`src/rtl/rpm_calc.sv`:
```
// rpm_calc: converts an averaged pulse period (clk ticks per pulse) into RPM
// using a multi-cycle restoring divider, RPM = floor((CLK_HZ*60/PPR) / period).
// A conversion starts automatically whenever period_in differs from the last
// value converted; changes arriving mid-conversion wait for the next IDLE cycle.
module rpm_calc #(
  parameter int CLK_HZ         = 50000000,
  parameter int PULSES_PER_REV = 1,
  parameter int PERIOD_WIDTH   = 32,
  parameter int RPM_WIDTH      = 16
) (
  input  logic                    clk,
  input  logic                    rst,
  input  logic [PERIOD_WIDTH-1:0] period_in,
  output logic [RPM_WIDTH-1:0]    rpm,
  output logic                    rpm_valid,
  output logic                    overflow,
  output logic                    busy
);

  // Dividend is a constant, so the divider only needs to shift in its bits.
  localparam logic [63:0] NUM = (64'(CLK_HZ) * 64'd60) / 64'(PULSES_PER_REV);
  localparam int NUM_WIDTH = $clog2(NUM + 64'd1);
  localparam logic [NUM_WIDTH-1:0] NUM_BITS = NUM[NUM_WIDTH-1:0];
  localparam int CNT_WIDTH = (NUM_WIDTH > 1) ? $clog2(NUM_WIDTH) : 1;

  typedef enum logic [1:0] {
    IDLE = 2'd0,
    DIV  = 2'd1,
    DONE = 2'd2
  } state_t;

  state_t                  state, state_n;
  logic [PERIOD_WIDTH-1:0] divisor, divisor_n;
  logic [PERIOD_WIDTH-1:0] last_period, last_period_n;
  logic [PERIOD_WIDTH:0]   rem, rem_n;
  logic [NUM_WIDTH-1:0]    quotient, quotient_n;
  logic [CNT_WIDTH-1:0]    bit_cnt, bit_cnt_n;
  logic [RPM_WIDTH-1:0]    rpm_n;
  logic                    rpm_valid_n;
  logic                    overflow_n;
  logic [PERIOD_WIDTH+1:0] trial;
  logic [63:0]             q_ext;

  assign busy = (state != IDLE);

  // Register all state; synchronous reset abandons any running conversion.
  always_ff @(posedge clk) begin
    // NOTE: sequential state uses non-blocking assignments so every register
    // samples the pre-edge values computed by the combinational block.
    if (rst) begin
      state       <= IDLE;
      divisor     <= '0;
      last_period <= '0;
      rem         <= '0;
      quotient    <= '0;
      bit_cnt     <= '0;
      rpm         <= '0;
      rpm_valid   <= 1'b0;
      overflow    <= 1'b0;
    end else begin
      state       <= state_n;
      divisor     <= divisor_n;
      last_period <= last_period_n;
      rem         <= rem_n;
      quotient    <= quotient_n;
      bit_cnt     <= bit_cnt_n;
      rpm         <= rpm_n;
      rpm_valid   <= rpm_valid_n;
      overflow    <= overflow_n;
    end
  end

  // Next-state, divider step and result formatting.
  always_comb begin
    // NOTE: every variable gets a hold/default value first so no path through
    // the case statement leaves one unassigned (which would infer a latch).
    state_n       = state;
    divisor_n     = divisor;
    last_period_n = last_period;
    rem_n         = rem;
    quotient_n    = quotient;
    bit_cnt_n     = bit_cnt;
    rpm_n         = rpm;
    rpm_valid_n   = 1'b0;
    overflow_n    = overflow;
    trial         = {rem, NUM_BITS[bit_cnt]};
    q_ext         = 64'(quotient);

    case (state)
      IDLE: begin
        if (period_in != last_period) begin
          divisor_n     = period_in;
          last_period_n = period_in;
          rem_n         = '0;
          quotient_n    = '0;
          bit_cnt_n     = CNT_WIDTH'(NUM_WIDTH - 1);
          // A zero period means no pulses: skip the divider, report 0 RPM.
          state_n       = (period_in != '0) ? DIV : DONE;
        end
      end

      DIV: begin
        // Restoring step; remainder stays below divisor, so the low bits of
        // the subtraction are exact.
        if (trial >= {2'b00, divisor}) begin
          rem_n               = trial[PERIOD_WIDTH:0] - {1'b0, divisor};
          quotient_n[bit_cnt] = 1'b1;
        end else begin
          rem_n               = trial[PERIOD_WIDTH:0];
          quotient_n[bit_cnt] = 1'b0;
        end
        if (bit_cnt == '0) begin
          state_n = DONE;
        end else begin
          bit_cnt_n = bit_cnt - CNT_WIDTH'(1);
        end
      end

      DONE: begin
        // Saturate results that do not fit the display width.
        if (q_ext > ((64'd1 << RPM_WIDTH) - 64'd1)) begin
          rpm_n      = '1;
          overflow_n = 1'b1;
        end else begin
          rpm_n      = q_ext[RPM_WIDTH-1:0];
          overflow_n = 1'b0;
        end
        rpm_valid_n = 1'b1;
        state_n     = IDLE;
      end

      default: state_n = IDLE;
    endcase
  end

endmodule

```
`config.mk`:
```
export PLATFORM = sky130hd
export DESIGN_NAME = rpm_calc
export DESIGN_NICKNAME = d
export VERILOG_FILES = /design/src/rtl/rpm_calc.sv
export SDC_FILE = /design/constraint.sdc
export NUM_CORES = 1
export LEC_CHECK = 0
export CORE_MARGIN = 8
export CORE_UTILIZATION = 60
export CTS_BUF_LIST = sky130_fd_sc_hd__clkbuf_4
export CTS_CLUSTER_SIZE = 28
export DETAILED_ROUTE_END_ITERATION = 8
export PLACE_DENSITY = 0.82
export SYNTH_ARGS = -nofsm -noshare
export SYNTH_HDL_FRONTEND = slang
export SYNTH_SLANG_ARGS = --single-unit
```
`constraint.sdc`:
```
create_clock -name clk -period 4 [get_ports clk]
set_input_delay 0.8 -clock clk [delete_from_list [all_inputs] [get_ports clk]]
set_output_delay 0.8 -clock clk [all_outputs]
set_load 0.01 [all_outputs]
```
==> impl_metrics.tcl, run 1 <==
set metrics [dict create \
    outcome "completed" \
    die_h_um 126 \
    cp_common_cell "o31ai_1" \
    placed_cell_area_mm2 0.00778 \
    htreeDepth 4 \
    firstDrtPassIters 6 \
    post_cts_buffers 0 \
    vias 6583 \
    worstSetupEndpointType "register" \
    ctsHoldBuffers 0 \
    die_w_um 126 \
    synth_edf_count 0 \
    p_int_mw 2.67 \
    synth_warnings 0 \
    fin_area_mm2 0.00809 \
    cts_made_buffers 17 \
    ys_ff_latch 123 \
    multi_input_area_mm2 0.00438 \
    drt_iter0_markers 567 \
    combPwrFrac 0.476 \
    antenna_cells 0 \
    p_leak_nw 3.18 \
    power.share.switching 0.426 \
    post-route-min-period_ns 3.26 \
    drt-total-wl_um 18400 \
    initial_utilization 0.607 \
    p_sw_mw 1.98 \
    fillCellCount 954 \
    slowest_delay_ns 0.47 \
    cp.required_ns 4.48 \
    critical_path.cell_chain "inv_1 > ha_1 > nor2b_1 > o31a_1 > o31ai_1 > a2111oi_2 > o31ai_1 > o21ai_1 > nand3_1 > mux2_1 > o211ai_1" \
    path_buf_inv 1 \
    irDropWorstVdd_v 0.000429 \
    hp-class "reg -> reg" \
    synth_fp_nets 981 \
    core_area_mm2 0.0119 \
    synthTopCellsByCount "152 x nor2_1, 123 x dfxtp_1, 82 x nand2_1" \
    grt_max_degree 85 \
    cts_resized 0 \
    hold_viol_final 0 \
    ys_seq_area_frac 0.342 \
    path_class "reg -> reg" \
    synth_top_area_share 0.342 \
    fin_skew_ns 0.0149 \
    fin_crit_sh 0.816 \
    ys_top_cells_by_area "dfxtp_1 34%, nor2_1 7.9%, ha_1 6.4%" \
    maxCapViolations 0 \
    slew_headroom 0.450 \
    grt_pass1_vias 6302 \
    worst_pin_slew_ns 0.825 \
    drt-wirelength-per-cell_um 16.7 \
    final_cells 1104 \
    syn-cell-area_mm2 0.00720 \
    regArea_mm2 0.00246 \
    setup_tns_ns 0 \
    drc 0 \
    place_inst 1073 \
    hpwl_um 13300 \
    clock_latency_ns 0.56 \
    synth_flop_cell "dfxtp_1" \
    power_density_mw_per_mm2 575 \
    cts_root_buf "clkbuf_4" \
    avgSynthCellArea_um2 7.92 \
    pwr-share-clk 0.210 \
    io_pins 53 \
    antenna_found_initial 0 \
    grtUsageTotal 0.236 \
    cts_num_sinks 123 \
    p_total_mw 4.65 \
    layout.nets 1017 \
    setup_violations 0 \
    cp.arrival_ns 3.74 \
    ant_nets 0 \
    synthArstFlopShare 0 \
    start_kind "register" \
    area_growth_syn_to_layout_pct 12.4 \
    die_area_mm2 0.0158 \
    path_max_fanout 4 \
    port_buffers 52 \
    via_per_inst 5.96 \
    rsz0062_at_grt "no" \
    rows 40 \
    seqPwrFrac 0.314 \
    drive_above_1_share 0.0637 \
    yosysMostFrequentCell "nor2_1" \
    clk_pin_slew_ns 0.13 \
    place.gp.congestion 0.899 \
    fmax_mhz 307 \
    slowest_stage "dfxtp_1" \
    synth_largest_area_cell "dfxtp_1" \
    cts_tree "done" \
    cp_top_family "compound AO/OA/AOI/OAI gates" \
    synthCells 909 \
    grt_first_pass_wirelength_um 30600 \
    grt.overflow.total 0 \
    report.final.slew_viol_count 0 \
    cts_buffer_depth 2 \
    post_synth_num_cell_types 63 \
]
## logic make-up (layout without fill, tap and decap cells)
| group | after synthesis | count (layout) | share of synthesized area |
|---|---|---|---|
| multiplexers | 41 | 41 | 0.0579 |
| flip-flops | 123 | 123 | 0.342 |
| AO/OA/AOI/OAI | 211 | 211 | 0.191 |
| buffers and inverters | 86 | 134 | 0.0525 |
| adder cells (fa/ha/maj) | 38 | 38 | 0.0671 |
| AND/OR/NAND/NOR | 355 | 355 | 0.223 |
| XOR/XNOR | 55 | 55 | 0.0669 |
## path summary, 6_finish.rpt
path	slack, ns	cells after the start	start	endpoint
worst max-delay path	0.74	11	last_period[1]$_SDFFE_PP0P_	rem[31]$_SDFFE_PP0P_
worst min register to register	0.46	2	rem[32]$_SDFFE_PP0P_	rem[32]$_SDFFE_PP0P_
worst min-delay path	0.46	2	rem[32]$_SDFFE_PP0P_	rem[32]$_SDFFE_PP0P_
worst max register to register	0.74	11	last_period[1]$_SDFFE_PP0P_	rem[31]$_SDFFE_PP0P_
## power groups by stage
stage | Clock (mW) | Combinational, mW | Sequential, mW
finish | 0.978 | 2.21 | 1.46
global route | 1.04 | 2.46 | 1.47
CTS | 0.983 | 2.18 | 1.46
detailed placement | 0 | 2.16 | 1.48
global placement | 0 | 2.14 | 1.48
floorplan | 0 | 1.80 | 1.45
## flip-flops by register name, indices dropped and copies added, names as in the netlist
name,flops
rpm,16
state,2
rem,33
bit_cnt,5
trial,1
last_period,32
rpm_valid,1
quotient,32
overflow,1
## layout make-up
class | count | share of cell area
clock buffer | 17 | 0.0158
clock inverter | 14 | 0.0227
inverter | 41 | 0.0190
multi-input combinational | 700 | 0.541
sequential | 123 | 0.304
tap | 147 | 0.0227
timing repair buffer | 62 | 0.0745
## through the flow
stage / hold slack (ns) / util / setup slack (ns)
3_3_place_gp: 0.432 / 0.656 / 0.680
3_5_place_dp: 0.452 / 0.656 / 0.672
5_1_grt: 0.501 / 0.682 / 0.506
4_1_cts: 0.468 / 0.682 / 0.828
2_1_floorplan: 0.426 / - / 1.38
6_report: 0.460 / 0.682 / 0.738
## layout by cell type (no fill, tap or decap), drive strengths merged, types with 6 or more instances in the layout
cell type,Yosys,routed
nand2,82,82
nor2,152,152
mux2i,36,36
and2,6,6
a31oi,23,23
o21a,8,8
clkdlybuf4s50,0,51
nor2b,10,10
or3,13,13
nor4,17,17
o21ai,46,46
ha,37,37
a21o,9,9
nor3,27,27
clkbuf,27,17
and3,6,6
a32oi,8,8
a21oi,60,60
nand3,10,10
buf,18,11
xor2,12,12
xnor2,43,43
inv,41,47
a211oi,8,8
nand4,15,15
dfxtp,123,123
o211ai,16,16
## worst min-delay path: cells and delay by family, from the launching register on
kind / cells / cell delay (ns)
AOI/OAI and AO/OA: 1 / 0.05
and+or+nand+nor: 1 / 0.05
DFF: 1 / 0.33
## layer usage
layer  up-vias  track usage  wire (um)
met1      3091        0.288       8160
met2       176        0.396       8900
met4         0       0.0924        450
met3        38       0.0493        882
li1       3278            -          -
met5         -            0          0
Power figures use the tool's default switching activity.
==> run 2: changes to the inputs <==
==> constraint.sdc (replaced) <==
create_clock -name clk -period 3.1 [get_ports clk]
set_input_delay 0.62 -clock clk [delete_from_list [all_inputs] [get_ports clk]]
set_output_delay 0.62 -clock clk [all_outputs]
set_load 0.01 [all_outputs]
==> run 2 against run 1 <==
Cell area is 2.3% higher. Cell count is 1.4% higher. Setup slack worse by 0.58 ns. Clock-buffer cell count stayed put. Worst hold slack worse by 0.0090 ns. Total power is 35% higher. Register-to-register slack worse by 0.58 ns. Combinational power is 41% higher. Clock skew is 0.0017 ns higher. Routed wire length is 2.2% higher. Via count is 2.2% higher. Critical path type unchanged. Critical endpoint is now rem[22]$_SDFFE_PP0P_.
==> impl_metrics.tcl, run 2 (same netlist as run 1, synthesis figures left out) <==
set metrics [dict create \
    clk_pin_slew_ns 0.13 \
    fillCellCount 968 \
    outcome "completed" \
    rows 40 \
    cts_made_buffers 17 \
    cts_buffer_depth 2 \
    via_per_inst 6.01 \
    timing.rr.start "last_period[13]$_SDFFE_PP0P_" \
    cts_num_sinks 123 \
    cp.required_ns 3.54 \
    final_cells 1120 \
    hold_path.startpoint "rem[32]$_SDFFE_PP0P_" \
    p_total_mw 6.27 \
    hold_end "rem[32]$_SDFFE_PP0P_" \
    antenna_found_initial 0 \
    cts_tree "done" \
    critical_path.cell_chain "inv_1 > ha_1 > a21oi_1 > o211ai_1 > a221oi_2 > a21boi_1 > o21a_2 > a21oi_4 > buf_12 > nor2_1 > mux2_2 > a21o_1" \
    port_buffers 52 \
    fin_util 0.698 \
    ant_nets 0 \
    p_sw_mw 2.63 \
    fin_area_mm2 0.00828 \
    vias 6730 \
    cp_top_family "compound AO/OA/AOI/OAI gates" \
    irDropWorstVdd_v 0.000515 \
    ctsHoldBuffers 0 \
    regArea_mm2 0.00246 \
    fin_crit_sh 0.949 \
    hp-class "reg -> reg" \
    grt_pass1_vias 6230 \
    worst_pin_slew_ns 0.710 \
    setup_violations 0 \
    reg2reg_to "rem[22]$_SDFFE_PP0P_" \
    maxCapViolations 0 \
    final_common_cell "nor2_1" \
    antenna_cells 0 \
    drt_iter0_markers 566 \
    top_register "rem" \
    hold_viol_final 0 \
    slowest_delay_ns 0.41 \
    largest_reg_flops 33 \
    core_area_mm2 0.0119 \
    mostFrequentLayoutCells "152 x nor2_1, 123 x dfxtp_1, 82 x nand2_1" \
    path_buf_inv 2 \
    io_pins 53 \
    place.gp.congestion 0.938 \
    start_kind "register" \
    path_class "reg -> reg" \
    seqPwrFrac 0.300 \
    drc 0 \
    clock_latency_ns 0.54 \
    htreeDepth 4 \
    multi_input_area_mm2 0.00439 \
    post-route-min-period_ns 2.94 \
    crit_cells 12 \
    cts_root_buf "clkbuf_4" \
    grt_max_degree 53 \
    initial_utilization 0.607 \
    power.share.switching 0.419 \
    reg_top3 "rem x33, last_period x32, quotient x32" \
    fmax_mhz 340 \
    path_max_fanout 20 \
    hpwl_um 13500 \
    slowest_stage "dfxtp_1" \
    drive_above_1_share 0.0832 \
    drt-total-wl_um 18800 \
    rsz0062_at_grt "no" \
    area_growth_syn_to_layout_pct 15.0 \
    pwr-share-clk 0.202 \
    slew_headroom 0.526 \
    die_w_um 126 \
    fin_skew_ns 0.0166 \
    grtUsageTotal 0.234 \
    die_h_um 126 \
    p_leak_nw 3.27 \
    rr_worst_depth 12 \
    cp.arrival_ns 3.39 \
    firstDrtPassIters 5 \
    hold_depth 2 \
    worstSetupEndpointType "register" \
    drt-wirelength-per-cell_um 16.8 \
    grt.overflow.total 0 \
    p_int_mw 3.64 \
    report.final.slew_viol_count 0 \
    place_inst 1086 \
    die_area_mm2 0.0158 \
    placed_cell_area_mm2 0.00792 \
    r2r_setup_slack_ns 0.16 \
    layout.nets 1033 \
    grt_first_pass_wirelength_um 30400 \
    combPwrFrac 0.498 \
    power_density_mw_per_mm2 757 \
    hold_slack_ns 0.451 \
]
[run 2: cell type report]
cell class,count,area share
multi-input cells,700,0.530
flip-flops and latches,123,0.297
repair buffers,78,0.0940
clock inverters,14,0.0222
well taps,147,0.0222
inverters,41,0.0186
clock buffers,17,0.0154
[run 2: how the worst max path moves through the flow]
stage / endpoint / from / slack (ns)
finish: rem[22]$_SDFFE_PP0P_ / last_period[13]$_SDFFE_PP0P_ / 0.16
global route: rem[31]$_SDFFE_PP0P_ / last_period[8]$_SDFFE_PP0P_ / 0.003
CTS: rem[22]$_SDFFE_PP0P_ / last_period[9]$_SDFFE_PP0P_ / 0.12
detailed placement: trial[0]$_DFF_P_ / period_in[2] / -0.06
global placement: trial[0]$_DFF_P_ / period_in[4] / -0.009
floorplan: rem[29]$_SDFFE_PP0P_ / last_period[9]$_SDFFE_PP0P_ / 0.48
[run 2: power groups by stage]
stage / sequential, mW / combinational, mW / clock, mW
6_report: 1.88 / 3.12 / 1.27
5_1_grt: 1.90 / 3.41 / 1.35
4_1_cts: 1.88 / 2.93 / 1.27
3_5_place_dp: 1.91 / 2.91 / 0
3_3_place_gp: 1.91 / 2.88 / 0
2_1_floorplan: 1.87 / 2.32 / 0
[run 2: timing repair]
action                                  CTS  global route
buffers inserted                          0             2
gates resized for setup                   0             4
endpoints found under the setup margin    0             6
[run 2: worst register-to-register path: stages, from the launching register on]
cell and delay, ns:
dfxtp_1 0.41, inv_1 0.10, ha_1 0.34, a21oi_1 0.24, o211ai_1 0.15, a221oi_2 0.27, a21boi_1 0.12, o21a_2 0.25
a21oi_4 0.28, buf_12 0.20, nor2_1 0.05, mux2_2 0.25, a21o_1 0.17
[run 2: through the flow]
| stage | setup TNS [ns] | worst slack, ns |
|---|---|---|
| 2_1_floorplan | 0 | 0.478 |
| 3_3_place_gp | -0.00925 | -0.00925 |
| 3_5_place_dp | -0.0619 | -0.0619 |
| 4_1_cts | 0 | 0.119 |
| 5_1_grt | 0 | 0.00322 |
| 6_report | 0 | 0.157 |
[run 2: layer usage]
layer	global-route usage	wire length, um
met3	0.0523	1060
met1	0.287	8150
met5	0	0
met2	0.394	9160
met4	0.0881	433
==> run 3: changes to the inputs <==
--- a/config.mk
+++ b/config.mk
@@ -5,12 +5,14 @@
 export SDC_FILE = /design/constraint.sdc
 export NUM_CORES = 1
 export LEC_CHECK = 0
+export CELL_PAD_IN_SITES_DETAIL_PLACEMENT = 1
+export CELL_PAD_IN_SITES_GLOBAL_PLACEMENT = 1
 export CORE_MARGIN = 8
-export CORE_UTILIZATION = 60
+export CORE_UTILIZATION = 46
 export CTS_BUF_LIST = sky130_fd_sc_hd__clkbuf_4
 export CTS_CLUSTER_SIZE = 28
 export DETAILED_ROUTE_END_ITERATION = 8
-export PLACE_DENSITY = 0.82
+export PLACE_DENSITY = 0.84
 export SYNTH_ARGS = -nofsm -noshare
 export SYNTH_HDL_FRONTEND = slang
 export SYNTH_SLANG_ARGS = --single-unit
==> run 3 against run 2 <==
Clock-buffer cell count increased by 2. Setup slack got worse by 0.00078 ns. Clock skew grew 0.014 ns. Worst hold slack lost 0.030 ns. First-iteration DRC count decreased by 34%. Global-route usage decreased by 0.85 points. Combinational power grew 14%. Register-to-register slack about the same. Sequential share of layout area down 1.0 points. Sequential power about the same. Cell area up 3.9%. Routed wire length increased by 21%. Critical path type unchanged. Critical endpoint is now rem[31]$_SDFFE_PP0P_.
==> impl_metrics.tcl, run 3 (same netlist as run 1, synthesis figures left out) <==
set metrics [dict create \
    fillCellCount 1880 \
    firstDrtPassIters 5 \
    fin_crit_sh 0.950 \
    cts_made_buffers 17 \
    via_per_inst 5.73 \
    area_growth_syn_to_layout_pct 19.5 \
    rsz0062_at_grt "yes" \
    post-route-min-period_ns 2.94 \
    fin_area_mm2 0.00860 \
    cts_tree "done" \
    regArea_mm2 0.00247 \
    p_leak_nw 3.38 \
    die_w_um 141 \
    report.final.slew_viol_count 0 \
    grt_max_degree 73 \
    io_pins 53 \
    core_area_mm2 0.0153 \
    top_layer "met4" \
    port_buffers 52 \
    p_total_mw 6.86 \
    top_register "rem" \
    reg_top3 "rem x33, last_period x32, quotient x32" \
    irDropWorstVdd_v 0.000369 \
    grt_first_pass_wirelength_um 36100 \
    drc 0 \
    path_class "reg -> reg" \
    cts_num_sinks 123 \
    drive_above_1_share 0.113 \
    die_h_um 141 \
    setup_tns_ns 0 \
    path_max_fanout 6 \
    slew_headroom 0.472 \
    grt_pass1_vias 6889 \
    cts_buffer_depth 2 \
    worstSetupEndpointType "register" \
    fin_skew_ns 0.0302 \
    ant_nets 0 \
    cp.arrival_ns 3.43 \
    drt-total-wl_um 22700 \
    power_density_mw_per_mm2 797 \
    grt.overflow.total 0 \
    cts_root_buf "clkbuf_4" \
    placed_cell_area_mm2 0.00811 \
    mostFrequentLayoutCells "152 x nor2_1, 115 x dfxtp_1, 81 x nand2_1" \
    worst_pin_slew_ns 0.791 \
    clock_latency_ns 0.57 \
    hpwl_um 16400 \
    drt_iter0_markers 376 \
    final_cells 1203 \
    htreeDepth 4 \
    antenna_found_initial 1 \
    hold_viol_final 0 \
    grtUsageTotal 0.226 \
    route.met3.wl_um 963 \
    vias 6888 \
    final_common_cell "nor2_1" \
    rows 45 \
    layout.nets 1050 \
    fmax_mhz 340 \
    maxCapViolations 0 \
    clk_pin_slew_ns 0.11 \
    hp-class "in -> reg" \
    dr_wl_met2_um 10300 \
    setup_violations 0 \
    place.gp.congestion 0.851 \
    start_kind "register" \
    cp.required_ns 3.58 \
    die_area_mm2 0.0199 \
    wl_met1_um 11100 \
    drt-wirelength-per-cell_um 18.9 \
    initial_utilization 0.472 \
    outcome "completed" \
    place_inst 1165 \
    largest_reg_flops 33 \
    multi_input_area_mm2 0.00445 \
]
run 3: area by class of cell:
type,instances,area share
antenna,1,0.000291
clock buffer,19,0.0166
clock inverter,13,0.0230
inverter,41,0.0179
multi-input combinational,701,0.517
sequential,123,0.287
tap,211,0.0307
timing repair buffer,94,0.107
run 3: worst paths after layout:
| check | to | depth (start not counted) | slack (ns) | startpoint |
|---|---|---|---|---|
| max reg2reg | rem[31]$_SDFFE_PP0P_ | 13 | 0.16 | last_period[8]$_SDFFE_PP0P_ |
| min | last_period[29]$_SDFFE_PP0P_ | 2 | 0.42 | rst |
| min reg2reg | rem[32]$_SDFFE_PP0P_ | 2 | 0.47 | rem[32]$_SDFFE_PP0P_ |
| max | rem[31]$_SDFFE_PP0P_ | 13 | 0.16 | last_period[8]$_SDFFE_PP0P_ |
run 3: power by group:
group	internal (mW)	switching, mW	total, mW
clock	0.731	0.665	1.40
combinational	1.57	2.00	3.57
sequential	1.74	0.160	1.90
run 3: through the flow:
| stage | worst slack (ns) | hold WS (ns) | utilization |
|---|---|---|---|
| 5_1_grt | -0.00720 | 0.398 | 0.564 |
| 4_1_cts | 0.00283 | 0.381 | 0.554 |
| 2_1_floorplan | 0.478 | 0.426 | - |
| 6_report | 0.156 | 0.422 | 0.564 |
| 3_5_place_dp | 0.0218 | 0.453 | 0.532 |
| 3_3_place_gp | 0.0502 | 0.439 | 0.532 |
run 3: worst max-delay path, cell delays in order, from the launching register on:
cell,delay [ns]
dfxtp_2,0.37
inv_1,0.09
ha_2,0.39
nand3_1,0.17
nor3_2,0.19
o31ai_1,0.09
buf_4,0.15
a2111oi_4,0.33
o31ai_1,0.11
buf_4,0.15
o21ai_1,0.20
nand3_1,0.13
mux2_1,0.34
o211ai_1,0.16
run 3: per-layer routing:
metal  track usage  vias up
met3        0.0439       25
met5             0        -
li1              -     3353
met1         0.308     3382
met4        0.0701        0
met2         0.352      128
run 3: what timing repair did:
item	CTS	global route
hold buffers	0	0
buffers inserted	0	2
setup endpoints to repair	0	60
gates resized for setup	0	24
